`config.mk`:
```
export PLATFORM = sky130hd
export DESIGN_NAME = program_sequencer
export DESIGN_NICKNAME = d
export VERILOG_FILES = /design/src/rtl/program_sequencer.sv
export SDC_FILE = /design/constraint.sdc
export NUM_CORES = 1
export LEC_CHECK = 0
export CORE_ASPECT_RATIO = 1.1
export CORE_UTILIZATION = 64
export DETAILED_ROUTE_END_ITERATION = 10
export PLACE_DENSITY = 0.83
export SYNTH_ARGS = -nofsm -noshare
export SYNTH_HDL_FRONTEND = slang
export SYNTH_SLANG_ARGS = --single-unit
```
`constraint.sdc`:
```
create_clock -name clk -period 3.14 [get_ports clk]
set_input_delay 0.628 -clock clk [delete_from_list [all_inputs] [get_ports clk]]
set_output_delay 0.628 -clock clk [all_outputs]
set_load 0.05 [all_outputs]
```
`src/rtl/program_sequencer.sv`:
```
// -----------------------------------------------------------------------------
// program_sequencer
// Holds a small program of 12-bit instructions entered from switches and steps
// through it, driving the register-file/ALU datapath control inputs.
//
// Instruction format:
//   [11]=0      ALU op : ALUSel=[10:9] dest=[8:6] src1=[5:3] src2=[2:0]
//   [11:10]=10  LOADI  : dest=[8:6] imm=[3:0]
//   [11:10]=11  HALT
//
// Ports:
//   clk, rst (async, active-low)
//   mode        0 = LOAD program, 1 = RUN program
//   instr_in    instruction from switches
//   load_pulse  store instr_in at the write pointer (LOAD mode)
//   step_pulse  execute one instruction (RUN mode)
//   AddrSrc1/AddrSrc2/AddrDest/ALUSel/isExternal/EXTDATA  datapath controls
//   wr_en       one-cycle register-file write strobe
//   pc          current program counter
//   busy        instruction in flight
//   halted      a HALT has executed since the last RUN entry
//
// Optional feature: define AUTO_RUN_EN to add a free-running step generator
// that issues a step every AUTO_DIV cycles in RUN mode.
// -----------------------------------------------------------------------------
module program_sequencer #(
   parameter int DEPTH    = 8,
   parameter int AUTO_DIV = 25000000
) (
   input  logic                     clk,
   input  logic                     rst,
   input  logic                     mode,
   input  logic [11:0]              instr_in,
   input  logic                     load_pulse,
   input  logic                     step_pulse,
   output logic [2:0]               AddrSrc1,
   output logic [2:0]               AddrSrc2,
   output logic [2:0]               AddrDest,
   output logic [1:0]               ALUSel,
   output logic                     isExternal,
   output logic [3:0]               EXTDATA,
   output logic                     wr_en,
   output logic [$clog2(DEPTH)-1:0] pc,
   output logic                     busy,
   output logic                     halted
);

   localparam int              PW         = $clog2(DEPTH);
   localparam logic [11:0]     HALT_INSTR = 12'hC00;
   localparam logic [PW-1:0]   PC_ONE     = PW'(32'd1);
   localparam logic [PW-1:0]   PC_ZERO    = PW'(32'd0);

   typedef enum logic [2:0] {
      S_IDLE   = 3'd0,
      S_FETCH  = 3'd1,
      S_EXEC   = 3'd2,
      S_WB     = 3'd3,
      S_HALTED = 3'd4
   } state_t;

   state_t        state_r, state_s;
   logic          busy_r, busy_s;
   logic [11:0]   mem_r [DEPTH];
   logic [11:0]   ir_r;
   logic [PW-1:0] wptr_r, pc_r;
   logic          mode_q_r, mode_rise_s, inflight_s, step_req_s;
   logic          restart_pend_r, halted_r, wr_en_r;
   logic [2:0]    src1_r, src2_r, dest_r;
   logic [1:0]    alusel_r;
   logic          isext_r;
   logic [3:0]    extdata_r;

   assign mode_rise_s = mode & ~mode_q_r;
   assign inflight_s  = (state_r == S_FETCH) || (state_r == S_EXEC) || (state_r == S_WB);

`ifdef AUTO_RUN_EN
   localparam logic [31:0] AUTO_LAST = 32'(AUTO_DIV - 1);
   logic [31:0] auto_cnt_r;
   logic        auto_tick_s;

   assign auto_tick_s = mode && (state_r != S_HALTED) && (auto_cnt_r == AUTO_LAST);
   assign step_req_s  = step_pulse | auto_tick_s;

   // Auto-step divider: restarts on RUN entry, idles in LOAD mode and once halted
   always_ff @(posedge clk or negedge rst) begin
      if (!rst) begin
         auto_cnt_r <= 32'd0;
      end else if (mode_rise_s || !mode || (state_r == S_HALTED) || auto_tick_s) begin
         auto_cnt_r <= 32'd0;
      end else begin
         auto_cnt_r <= auto_cnt_r + 32'd1;
      end
   end
`else
   assign step_req_s = step_pulse;
`endif

   // FSM state register and registered busy flag
   always_ff @(posedge clk or negedge rst) begin
      if (!rst) begin
         state_r <= S_IDLE;
         busy_r  <= 1'b0;
      end else begin
         state_r <= state_s;
         busy_r  <= busy_s;
      end
   end

   // Next-state logic; steps are only accepted from IDLE, so pulses while busy drop
   always_comb begin
      state_s = state_r;
      busy_s  = 1'b0;
      case (state_r)
         S_IDLE: begin
            if (mode && step_req_s) state_s = S_FETCH;
            else                    state_s = S_IDLE;
         end
         S_FETCH: state_s = S_EXEC;
         S_EXEC: begin
            if (ir_r[11:10] == 2'b11) state_s = S_HALTED;
            else                      state_s = S_WB;
         end
         S_WB: state_s = S_IDLE;
         S_HALTED: begin
            if (!mode || restart_pend_r || mode_rise_s) state_s = S_IDLE;
            else                                        state_s = S_HALTED;
         end
         default: state_s = S_IDLE;
      endcase
      busy_s = (state_s == S_FETCH) || (state_s == S_EXEC) || (state_s == S_WB);
   end

   // Program memory, pointers, instruction register and registered datapath controls
   always_ff @(posedge clk or negedge rst) begin
      if (!rst) begin
         for (int i = 0; i < DEPTH; i++) mem_r[i] <= HALT_INSTR;
         ir_r           <= 12'h000;
         wptr_r         <= PC_ZERO;
         pc_r           <= PC_ZERO;
         mode_q_r       <= 1'b0;
         restart_pend_r <= 1'b0;
         halted_r       <= 1'b0;
         wr_en_r        <= 1'b0;
         src1_r         <= 3'd0;
         src2_r         <= 3'd0;
         dest_r         <= 3'd0;
         alusel_r       <= 2'd0;
         isext_r        <= 1'b0;
         extdata_r      <= 4'd0;
      end else begin
         mode_q_r <= mode;
         // Loads are held off while an instruction is still completing
         if (!mode && load_pulse && !inflight_s) begin
            mem_r[wptr_r] <= instr_in;
            wptr_r        <= wptr_r + PC_ONE;
         end
         case (state_r)
            S_FETCH: begin
               ir_r <= mem_r[pc_r];
               if (mode_rise_s) restart_pend_r <= 1'b1;
            end
            S_EXEC: begin
               if (mode_rise_s) restart_pend_r <= 1'b1;
               case (ir_r[11:10])
                  2'b10: begin
                     // LOADI: source addresses are don't-care and left as they were
                     dest_r    <= ir_r[8:6];
                     alusel_r  <= 2'b00;
                     isext_r   <= 1'b1;
                     extdata_r <= ir_r[3:0];
                     wr_en_r   <= 1'b1;
                  end
                  2'b11: begin
                     isext_r  <= 1'b0;
                     halted_r <= 1'b1;
                  end
                  default: begin
                     src1_r    <= ir_r[5:3];
                     src2_r    <= ir_r[2:0];
                     dest_r    <= ir_r[8:6];
                     alusel_r  <= ir_r[10:9];
                     isext_r   <= 1'b0;
                     extdata_r <= 4'd0;
                     wr_en_r   <= 1'b1;
                  end
               endcase
            end
            S_WB: begin
               wr_en_r <= 1'b0;
               // A RUN re-entry seen mid-instruction takes effect once it retires
               if (restart_pend_r || mode_rise_s) begin
                  pc_r           <= PC_ZERO;
                  halted_r       <= 1'b0;
                  restart_pend_r <= 1'b0;
               end else begin
                  pc_r <= pc_r + PC_ONE;
               end
            end
            S_HALTED: begin
               if (restart_pend_r || mode_rise_s) begin
                  pc_r           <= PC_ZERO;
                  halted_r       <= 1'b0;
                  restart_pend_r <= 1'b0;
               end
            end
            default: begin
               if (mode_rise_s) begin
                  pc_r     <= PC_ZERO;
                  halted_r <= 1'b0;
               end
            end
         endcase
      end
   end

   assign AddrSrc1   = src1_r;
   assign AddrSrc2   = src2_r;
   assign AddrDest   = dest_r;
   assign ALUSel     = alusel_r;
   assign isExternal = isext_r;
   assign EXTDATA    = extdata_r;
   assign wr_en      = wr_en_r;
   assign pc         = pc_r;
   assign busy       = busy_r;
   assign halted     = halted_r;

endmodule

```
==> out/results.ini <==
[cts]
cts_made_buffers=17
cts_sinks=138
cts.reportedPaths.clkPinSlew_ns=0.06
cts-root-buf=clkbuf_8
clk_path_buf_depth=2
cts_tree=yes
cts-resized-gates=0
clk_latency_ns=0.54
h-tree-depth=4
cts_setup_buffers=0
hold_buffers=0

[grt]
grt_max_degree=56
grt_pass1_wl_um=21820
grt_pass1_vias=4202
grtUsageTotal=0.3014
overflow=0
antenna_found_initial=0

[min_path]
hp-class=input port to asynchronous set/reset pin

[logic_synthesis]
ys_ff_latch=138
yosysTopAreaCellShare=0.4886
async_flop_share=1.000
syn_inst=464
yosysSeqAreaShare=0.5559
synthFlopType=dfrtp_1
avgSynthCellArea_um2=13.47
syn_nets=483
ys_top_cells_by_area=dfrtp_1 49%, mux2_2 15%, mux2i_1 7.8%, dfstp_2 6.7%, mux2_4 4.8%
yosys.area.top_type=dfrtp_1
syn_area_mm2=0.006248
synth-edff-count=0
synth_cell_types=41
ys_warn_count=0

[die]
io_pins=39
num_rows=37
initial_core_util=0.6649
dieArea_mm2=0.01016
die_y_um=105.6
design.core.area_mm2=0.009398
die_w_um=96.21

[place]
place_hpwl_um=8195
port_buffers=38
gp_congestion=0.8007

[timing]
setup_viol=0
rsz0062_at_grt=no
fmax_mhz=404.0
tns_ns=0
period_needed_ns=2.475
whs_ns=0.1408
final_hold_viol_count=0
tightest_slew_ns=1.221
fin_crit_sh=0.7883
report.final.slew_viol_count=0
skew_ns=0.008554
slew_headroom=0.1831

[run_status]
outcome=completed

[drt]
vias=3988
drtPass1Iterations=5
routed_via_density=6.241
wl_per_cell_um=21.29
drtIter0Drc=215
drc_errors=0
ant_nets=0
finalWirelength_um=13600

[setup_path]
path_class=register to output port
worstPathRequired_ns=2.51
start_kind=register
worstSetupStartpoint=pc[1]
cp.arrival_ns=1.85
cp_cell_sequence=clkdlybuf4s50_1
r2r_start=pc[1]
crit_family=buffers and inverters
cp-end-kind=output port
path_buf_inv=1
cp_max_fo=7
cp_slowest_stage_delay_ns=0.85
cpMaxStageDelayCell=clkdlybuf4s50_1

[power]
ir_drop_mv=0.5312
p_leak_uw=0.003413
power_density_mw_per_mm2=1074

[flow_run]
cap_viol_max_count=0

[layout]
nets=528
diodes=0
drive_gt1_frac=0.3467
fill_cells=532
syn_to_final_growth_pct=19.14

## path summary, 6_finish.rpt
kind                              endpoint  slack (ns)  cells after the start
worst max-delay path                 pc[1]        0.66                      1
worst min register to register  isExternal        0.47                      2
min in group clk                isExternal        0.47                      2
worst max register to register     ir_r[3]        1.04                      4
worst min-delay path                 pc[1]        0.14                      1
max in group asynchronous         mem_r[9]        2.13                      2
## through the flow
| step | util | std cells | area, µm² | total power [µW] | setup slack, ns |
|---|---|---|---|---|---|
| floorplan | - | 464 | 6248 | 4914 | 1.139 |
| global placement | 0.7197 | 607 | 6764 | 5496 | 0.5759 |
| detailed placement | 0.7197 | 607 | 6764 | 5657 | 0.5113 |
| CTS | 0.7922 | 639 | 7445 | 8025 | 0.6475 |
| global route | 0.7922 | 639 | 7445 | 8380 | 0.5794 |
| finish | 0.7922 | 639 | 7445 | 7994 | 0.6648 |
## power by group
part           switching [µW]  internal, µW  total, µW
clock network             742          1550       2290
logic                    1360          1250       2620
registers                 510          2580       3090
## cell usage after synthesis (2+ instances only)
cell type,count
a21oi_1,2
a22o_1,5
a22oi_1,24
a31oi_1,2
and2_1,2
buf_2,11
buf_6,3
clkbuf_1,10
dfrtp_1,122
dfstp_2,16
ha_1,2
inv_1,3
mux2_2,86
mux2_4,20
mux2i_1,49
nand2_1,47
nand2b_1,4
nand3_1,13
nand3b_1,3
nor2_1,3
nor2_4,2
nor2b_1,3
nor3_1,2
nor3b_1,2
nor3b_2,2
o211ai_2,2
o21ai_0,7
or3b_2,2
or3b_4,2
xnor2_1,2
## cells in the final DEF, fill, tap and decap left out, drive strengths merged, types with 2 or more instances in the layout
master         count
ha                 2
and2               2
a22oi             24
nor2b              3
clkinv             4
buf               15
or3b               4
inv                3
nand2             47
o21ai              7
nand3b             3
nor3b              4
clkdlybuf4s50     37
clkbuf            20
a21oi              2
a22o               5
nand3             13
mux2             106
nor2               5
nor3               2
dfstp             16
dfrtp            122
xnor2              2
bufinv             7
mux2i             49
nand2b             4
a31oi              2
o211ai             2
## flip-flops by register name, indices dropped and copies added (netlist names)
signal          cells
AddrSrc1            3
mem_r              96
ALUSel              2
AddrDest            3
pc                  3
restart_pend_r      1
busy                1
AddrSrc2            3
mode_q_r            1
wr_en               1
halted              1
state_r             3
ir_r               12
isExternal          1
wptr_r              3
EXTDATA             4
## per-layer routing
| layer | GRT usage | wire length [µm] | share of wire |
|---|---|---|---|
| met1 | 0.3873 | 5624 | 0.41 |
| met2 | 0.4772 | 6875 | 0.51 |
| met3 | 0.07792 | 688 | 0.051 |
| met4 | 0.1354 | 413 | 0.030 |
| met5 | 0 | 0 | 0 |
## cell type report
type | instances | area, µm² | area share
clock buffers | 20 | 435.4 | 0.05849
inverters | 3 | 11.26 | 0.001513
repair buffers | 52 | 495.5 | 0.06655
clock inverters | 12 | 245.2 | 0.03294
well taps | 117 | 146.4 | 0.01966
multi-input cells | 297 | 2636 | 0.3541
flip-flops and latches | 138 | 3475 | 0.4667
## cells by family (layout without fill, tap and decap cells)
group	Yosys count	count (layout)	share of synthesized area
AOI/OAI and AO/OA	48	48	0.05687
DFF	138	138	0.5559
adders and majority gates	2	2	0.004004
xor gates and xnor gates	2	2	0.002804
and+or+nand+nor	90	90	0.07509
buffers and inverters	29	87	0.02383
muxes	155	155	0.2815
Power figures use the tool's default switching activity.
